File: src/rtl/fp32_div_seq.sv
// Iterative binary32 divider: radix-2 restoring quotient over 26 cycles, RNE rounding,
// flush-to-zero for subnormal inputs and outputs, valid/ready request and response ports.
module fp32_div_seq #(
    parameter logic [31:0] NAN_CODE = 32'hFFFFFFFF
) (
    input  logic        clk,
    input  logic        rst,
    input  logic        in_valid,
    output logic        in_ready,
    input  logic [31:0] a,
    input  logic [31:0] b,
    output logic        out_valid,
    input  logic        out_ready,
    output logic [31:0] q
);
    localparam int unsigned ITER = 26;

    typedef enum logic [1:0] {StIdle, StDiv, StRound, StDone} state_e;

    state_e             state_q, state_d;
    logic        [25:0] rem_q, rem_d;
    logic        [25:0] quo_q, quo_d;
    logic        [23:0] mb_q, mb_d;
    logic        [4:0]  cnt_q, cnt_d;
    logic signed [9:0]  exp_q, exp_d;
    logic               sign_q, sign_d;
    logic        [31:0] q_q, q_d;
    logic               out_valid_q, out_valid_d;

    // Operand classification on the live inputs; only used on the capture cycle.
    logic a_zero, a_inf, a_nan, b_zero, b_inf, b_nan;
    logic res_nan, res_inf, res_zero, special, s_in;
    logic [31:0] spec_q;

    assign a_zero = (a[30:23] == 8'h00);
    assign b_zero = (b[30:23] == 8'h00);
    assign a_inf  = (a[30:23] == 8'hFF) && (a[22:0] == 23'd0);
    assign b_inf  = (b[30:23] == 8'hFF) && (b[22:0] == 23'd0);
    assign a_nan  = (a[30:23] == 8'hFF) && (a[22:0] != 23'd0);
    assign b_nan  = (b[30:23] == 8'hFF) && (b[22:0] != 23'd0);
    assign s_in   = a[31] ^ b[31];

    assign res_nan  = a_nan | b_nan | (a_zero & b_zero) | (a_inf & b_inf);
    assign res_inf  = a_inf | b_zero;
    assign res_zero = a_zero | b_inf;
    assign special  = res_nan | res_inf | res_zero;

    always_comb begin
        if (res_nan) begin
            spec_q = NAN_CODE;
        end else if (res_inf) begin
            spec_q = {s_in, 8'hFF, 23'd0};
        end else begin
            spec_q = {s_in, 31'd0};
        end
    end

    // Restoring step.
    logic        rem_ge;
    logic [25:0] diff;
    assign rem_ge = (rem_q >= {2'b00, mb_q});
    assign diff   = rem_q - {2'b00, mb_q};

    // Normalise, round to nearest even, range-limit.
    logic [23:0]       sig;
    logic              guard, sticky, round_up;
    logic [24:0]       sig_inc;
    logic signed [9:0] exp_n, exp_r;
    logic [31:0]       norm_q;
    logic              unused_sig_msb;

    always_comb begin
        if (quo_q[25]) begin
            sig    = quo_q[25:2];
            guard  = quo_q[1];
            sticky = quo_q[0] | (rem_q != 26'd0);
            exp_n  = exp_q;
        end else begin
            sig    = quo_q[24:1];
            guard  = quo_q[0];
            sticky = (rem_q != 26'd0);
            exp_n  = exp_q - 10'sd1;
        end
        round_up = guard & (sticky | sig[0]);
        sig_inc  = {1'b0, sig} + {24'd0, round_up};
        // A carry leaves sig_inc = 1.0 with a zero fraction field, so only the exponent moves.
        exp_r    = sig_inc[24] ? exp_n + 10'sd1 : exp_n;
        if (exp_r >= 10'sd255) begin
            norm_q = {sign_q, 8'hFF, 23'd0};
        end else if (exp_r <= 10'sd0) begin
            norm_q = {sign_q, 31'd0};
        end else begin
            norm_q = {sign_q, exp_r[7:0], sig_inc[22:0]};
        end
    end
    assign unused_sig_msb = sig_inc[23];

    always_comb begin
        state_d     = state_q;
        rem_d       = rem_q;
        quo_d       = quo_q;
        mb_d        = mb_q;
        cnt_d       = cnt_q;
        exp_d       = exp_q;
        sign_d      = sign_q;
        q_d         = q_q;
        out_valid_d = out_valid_q;
        unique case (state_q)
            StIdle: begin
                if (in_valid) begin
                    sign_d = s_in;
                    rem_d  = {2'b01, a[22:0]};
                    mb_d   = {1'b1, b[22:0]};
                    quo_d  = 26'd0;
                    cnt_d  = 5'd0;
                    exp_d  = $signed({2'b00, a[30:23]}) - $signed({2'b00, b[30:23]}) + 10'sd127;
                    if (special) begin
                        q_d     = spec_q;
                        state_d = StDone;
                    end else begin
                        state_d = StDiv;
                    end
                end
            end
            StDiv: begin
                quo_d = {quo_q[24:0], rem_ge};
                rem_d = rem_ge ? (diff << 1) : (rem_q << 1);
                cnt_d = cnt_q + 5'd1;
                if (cnt_q == 5'(ITER - 1)) begin
                    state_d = StRound;
                end
            end
            StRound: begin
                q_d         = norm_q;
                out_valid_d = 1'b1;
                state_d     = StDone;
            end
            StDone: begin
                // Special results arrive here with out_valid low and raise it one cycle later.
                if (!out_valid_q) begin
                    out_valid_d = 1'b1;
                end else if (out_ready) begin
                    out_valid_d = 1'b0;
                    state_d     = StIdle;
                end
            end
            default: state_d = StIdle;
        endcase
    end

    always_ff @(posedge clk) begin
        if (rst) begin
            state_q     <= StIdle;
            rem_q       <= 26'd0;
            quo_q       <= 26'd0;
            mb_q        <= 24'd0;
            cnt_q       <= 5'd0;
            exp_q       <= 10'sd0;
            sign_q      <= 1'b0;
            q_q         <= 32'd0;
            out_valid_q <= 1'b0;
        end else begin
            state_q     <= state_d;
            rem_q       <= rem_d;
            quo_q       <= quo_d;
            mb_q        <= mb_d;
            cnt_q       <= cnt_d;
            exp_q       <= exp_d;
            sign_q      <= sign_d;
            q_q         <= q_d;
            out_valid_q <= out_valid_d;
        end
    end

    assign in_ready  = (state_q == StIdle);
    assign out_valid = out_valid_q;
    assign q         = q_q;
endmodule

File: config.mk
export PLATFORM = sky130hd
export DESIGN_NAME = fp32_div_seq
export DESIGN_NICKNAME = d
export VERILOG_FILES = /design/src/rtl/fp32_div_seq.sv
export SDC_FILE = /design/constraint.sdc
export NUM_CORES = 1
export LEC_CHECK = 0
export ABC_AREA = 1
export CORE_ASPECT_RATIO = 0.7
export CORE_MARGIN = 2
export CORE_UTILIZATION = 59
export CTS_BUF_LIST = sky130_fd_sc_hd__clkbuf_2
export DETAILED_ROUTE_END_ITERATION = 10
export PLACE_DENSITY_LB_ADDON = 0.12
export SETUP_SLACK_MARGIN = 0.5
export SYNTH_ARGS = -nofsm -noshare
export SYNTH_HDL_FRONTEND = slang
export SYNTH_SLANG_ARGS = --single-unit
File: constraint.sdc
create_clock -name clk -period 3.84 [get_ports clk]
set_clock_uncertainty 0.15 [all_clocks]
set_input_delay 0.576 -clock clk [delete_from_list [all_inputs] [get_ports clk]]
set_output_delay 0.576 -clock clk [all_outputs]
set_load 0.005 [all_outputs]
==> flow_summary.json <==
{
  "status": "completed",
  "routed_wl_um": 25100,
  "pin_count": 102,
  "drive_gt1_share_pct": 6.16,
  "power_density_nw_per_um2": 799,
  "die_h_um": 108,
  "setup_violations": 0,
  "cp-start-kind": "flop",
  "whs_ns": 0.326,
  "gp_congestion": 0.971,
  "worstHoldPathType": "flop to flop",
  "grt_pass1_wl_um": 41600,
  "clk_pin_slew_ns": 0.20,
  "drt.antenna.violating_nets": 0,
  "first_pass_iters": 8,
  "seqCellArea_sq_um": 2550,
  "initial_core_util_pct": 60.9,
  "min_to": "mb_q[7]",
  "drcViolationCount": 0,
  "reg2reg_slack_ns": 0.68,
  "wl_per_cell_um": 14.7,
  "cp.required_ns": 4.33,
  "postSynthAreaPerCell_sq_um": 6.37,
  "rr_endpoint": "q[3]",
  "clk_latency_ns": 0.72,
  "crit_path_top_delay_cell": "dfxtp_4",
  "cts.root.buffer_cell": "clkbuf_2",
  "place_area_sq_um": 10100,
  "grt_setup_unrepaired": "no",
  "p_seq_share_pct": 24.2,
  "routed_via_density": 5.73,
  "ff2ff_path_depth": 18,
  "slew_headroom_pct": 50.2,
  "timing.fmax_mhz": 317,
  "multi_input_area_sq_um": 5650,
  "gr-total-overflow": 0,
  "p_leak_nw": 4.29,
  "rows": 37,
  "nFillCells": 1298,
  "cpPeakStageDelay_ns": 0.42,
  "r2r_start": "quo_q[25]",
  "whs_path_depth": 2,
  "synthCells": 1420,
  "swShare_pct": 51.4,
  "layout.nets": 1611,
  "path_common_cell": "nand2_1",
  "synth_fp_nets": 1532,
  "die-area_sq_um": 16400,
  "arrival_ns": 3.65,
  "min-delay-start": "mb_q[7]",
  "power_frac_comb_pct": 66.1,
  "h-tree-depth": 4,
  "irDropWorstVdd_mv": 0.569,
  "grt_antenna_before_repair": 0,
  "net-switching-power_mw": 4.28,
  "dr.first_iter.drc_count": 913,
  "yosys_warnings": 0,
  "antenna_cells": 0,
  "ys_ff_latch": 127,
  "synth.distinct_cells": 46,
  "hold_viol": 0,
  "tightest_slew_ns": 0.740,
  "tritoncts": "built",
  "cts_max_path_buffers": 2,
  "cp_top_family": "simple AND/OR/NAND/NOR gates",
  "maxCapViolations": 0,
  "numCtsBuffers": 17,
  "finalPower_mw": 8.33,
  "instances_no_fill": 1705,
  "synthesis.area_sq_um": 9050,
  "end_kind": "flop",
  "fin_ws_ns": 0.685,
  "synth_seq_area_share_pct": 28.1,
  "first_global_vias": 8655,
  "areaGrowthSynthToFinish_pct": 15.1,
  "pre_cts_ws_ns": 0.0195,
  "maxSlewViolCount": 0,
  "fp.dieW_um": 152,
  "hpwl_um": 18300,
  "clock_sinks": 127,
  "p_clk_share_pct": 9.7,
  "via_count": 9767,
  "path_cells": "inv_2, nand2_1, o21ai_1, nand2_1, inv_1, ha_1, nand3_4, nor2_8, inv_2, nor2_4, nand2_1, nand4_1, nor2_4, buf_4, a21oi_4, buf_4, nand4_1, a21oi_1",
  "crit_buf_inv": 5,
  "tns_ns": 0,
  "grt_max_degree": 59,
  "crit_fanout": 9,
  "fin_util_pct": 70.1,
  "dp_cells": 1669,
  "fin_crit_ns": 3.16,
  "period_share_pct": 82.2,
  "final_area_sq_um": 10400,
  "coreArea_sq_um": 14900,
  "intPower_mw": 4.05,
  "port_buffers": 101,
  "grt.total_usage_pct": 30.7,
  "path_class": "flop to flop"
}
==> cell usage in the layout (no fill, tap or decap), types with 4 or more instances in the layout <==
cell,instances
nand2_1,321
a21oi_1,195
inv_1,148
o21ai_0,137
nor2_1,135
dfxtp_1,126
clkdlybuf4s50_1,101
nand3_1,52
ha_1,42
nand4_1,36
clkbuf_2,23
xor2_1,22
nor4_1,20
xnor2_1,18
buf_4,17
nor3_1,12
o21bai_1,7
o211ai_1,7
nor2_2,6
nand2_2,6
nor2_4,6
o21ai_1,5
inv_2,5
a21o_1,5
nand3b_1,4
or2_2,4
==> power by group through the flow <==
stage	logic (mW)	registers (mW)	clock network [mW]
after floorplan	3.78	1.99	0
after global placement	5.07	2.03	0
after detailed placement	5.18	2.03	0
after CTS	5.22	2.01	0.811
after global routing	6.12	2.07	0.861
final	5.50	2.02	0.807
==> registers in the layout (all words and copies together), names as in the netlist, 2 cells and up <==
| name | cells |
|---|---|
| q | 32 |
| cnt_q | 5 |
| state_q | 2 |
| rem_q | 26 |
| exp_q | 10 |
| quo_q | 26 |
| mb_q | 24 |
==> layer usage <==
metal  track usage, %  share of wire (%)  vias to the layer above
met2             44.3                 39                      394
met3             7.81                 10                       38
met4             7.08                1.6                        0
met1             45.6                 49                     4453
li1                 -                  -                     4882
met5                0                  0                        -
==> cell type report <==
class | instances | area share (%)
multi-input combinational | 1076 | 54.2
tap | 195 | 2.34
timing repair buffer | 122 | 11.4
clock buffer | 23 | 1.10
sequential | 127 | 24.4
clock inverter | 7 | 0.865
inverter | 155 | 5.61
==> synth_stat cells, drive strengths merged <==
cell    instances  area [sq um]
nand2         327          1240
a21oi         196           992
inv           154           578
nor2          148           627
o21ai         145           737
dfxtp         127          2540
nand3          58           338
clkbuf         46           173
ha             42           526
nand4          36           225
xor2           22           193
nor4           20           125
xnor2          18           158
buf            17           135
nor3           12          60.1
o211ai          7          52.6
o21bai          7          52.6
a21o            5          37.5
nand3b          4          30.0
or2             4          25.0
a211oi          3          22.5
a21boi          3          22.5
a31oi           3          18.8
and2            3          18.8
and3            2          12.5
fa              2          40.0
nor3b           2          15.0
o221ai          2          17.5
a31o            1          8.76
clkinv          1          3.75
o22ai           1          6.26
o311ai          1          8.76
o31ai           1          7.51
==> how the worst max path moves through the flow <==
stage	startpoint	end	slack, ns	cells after the start
floorplan	quo_q[25]	q[10]	1.14	19
global placement	a[7]	q[3]	0.11	11
detailed placement	a[6]	q[20]	0.02	11
CTS	quo_q[25]	q[14]	0.56	15
global route	quo_q[25]	q[25]	0.46	20
finish	quo_q[25]	q[3]	0.68	18
==> kinds of logic (layout without fill, tap and decap cells) <==
family,Yosys count,in the layout,synth area share [%]
buffers and inverters,218,307,9.83
xor gates and xnor gates,40,40,3.87
AOI/OAI and AO/OA,375,376,21.9
adders and majority gates,44,44,6.25
and+or+nand+nor,616,616,30.0
DFF,127,127,28.1
==> worst reg2reg max path, stage by stage, from the launching register on <==
cell and delay, ns:
dfxtp_4 0.42, inv_2 0.15, nand2_1 0.07, o21ai_1 0.11, nand2_1 0.13, inv_1 0.10
ha_1 0.22, nand3_4 0.13, nor2_8 0.21, inv_2 0.12, nor2_4 0.21, nand2_1 0.10
nand4_1 0.16, nor2_4 0.06, buf_4 0.16, a21oi_4 0.18, buf_4 0.18, nand4_1 0.10
a21oi_1 0.14
==> repair_timing <==
action	in CTS	in global routing
hold buffers	0	0
resized for setup	0	13
setup buffers	0	5
endpoints found under the setup margin	0	52
Note: power is estimated with default switching activity, not from simulation.
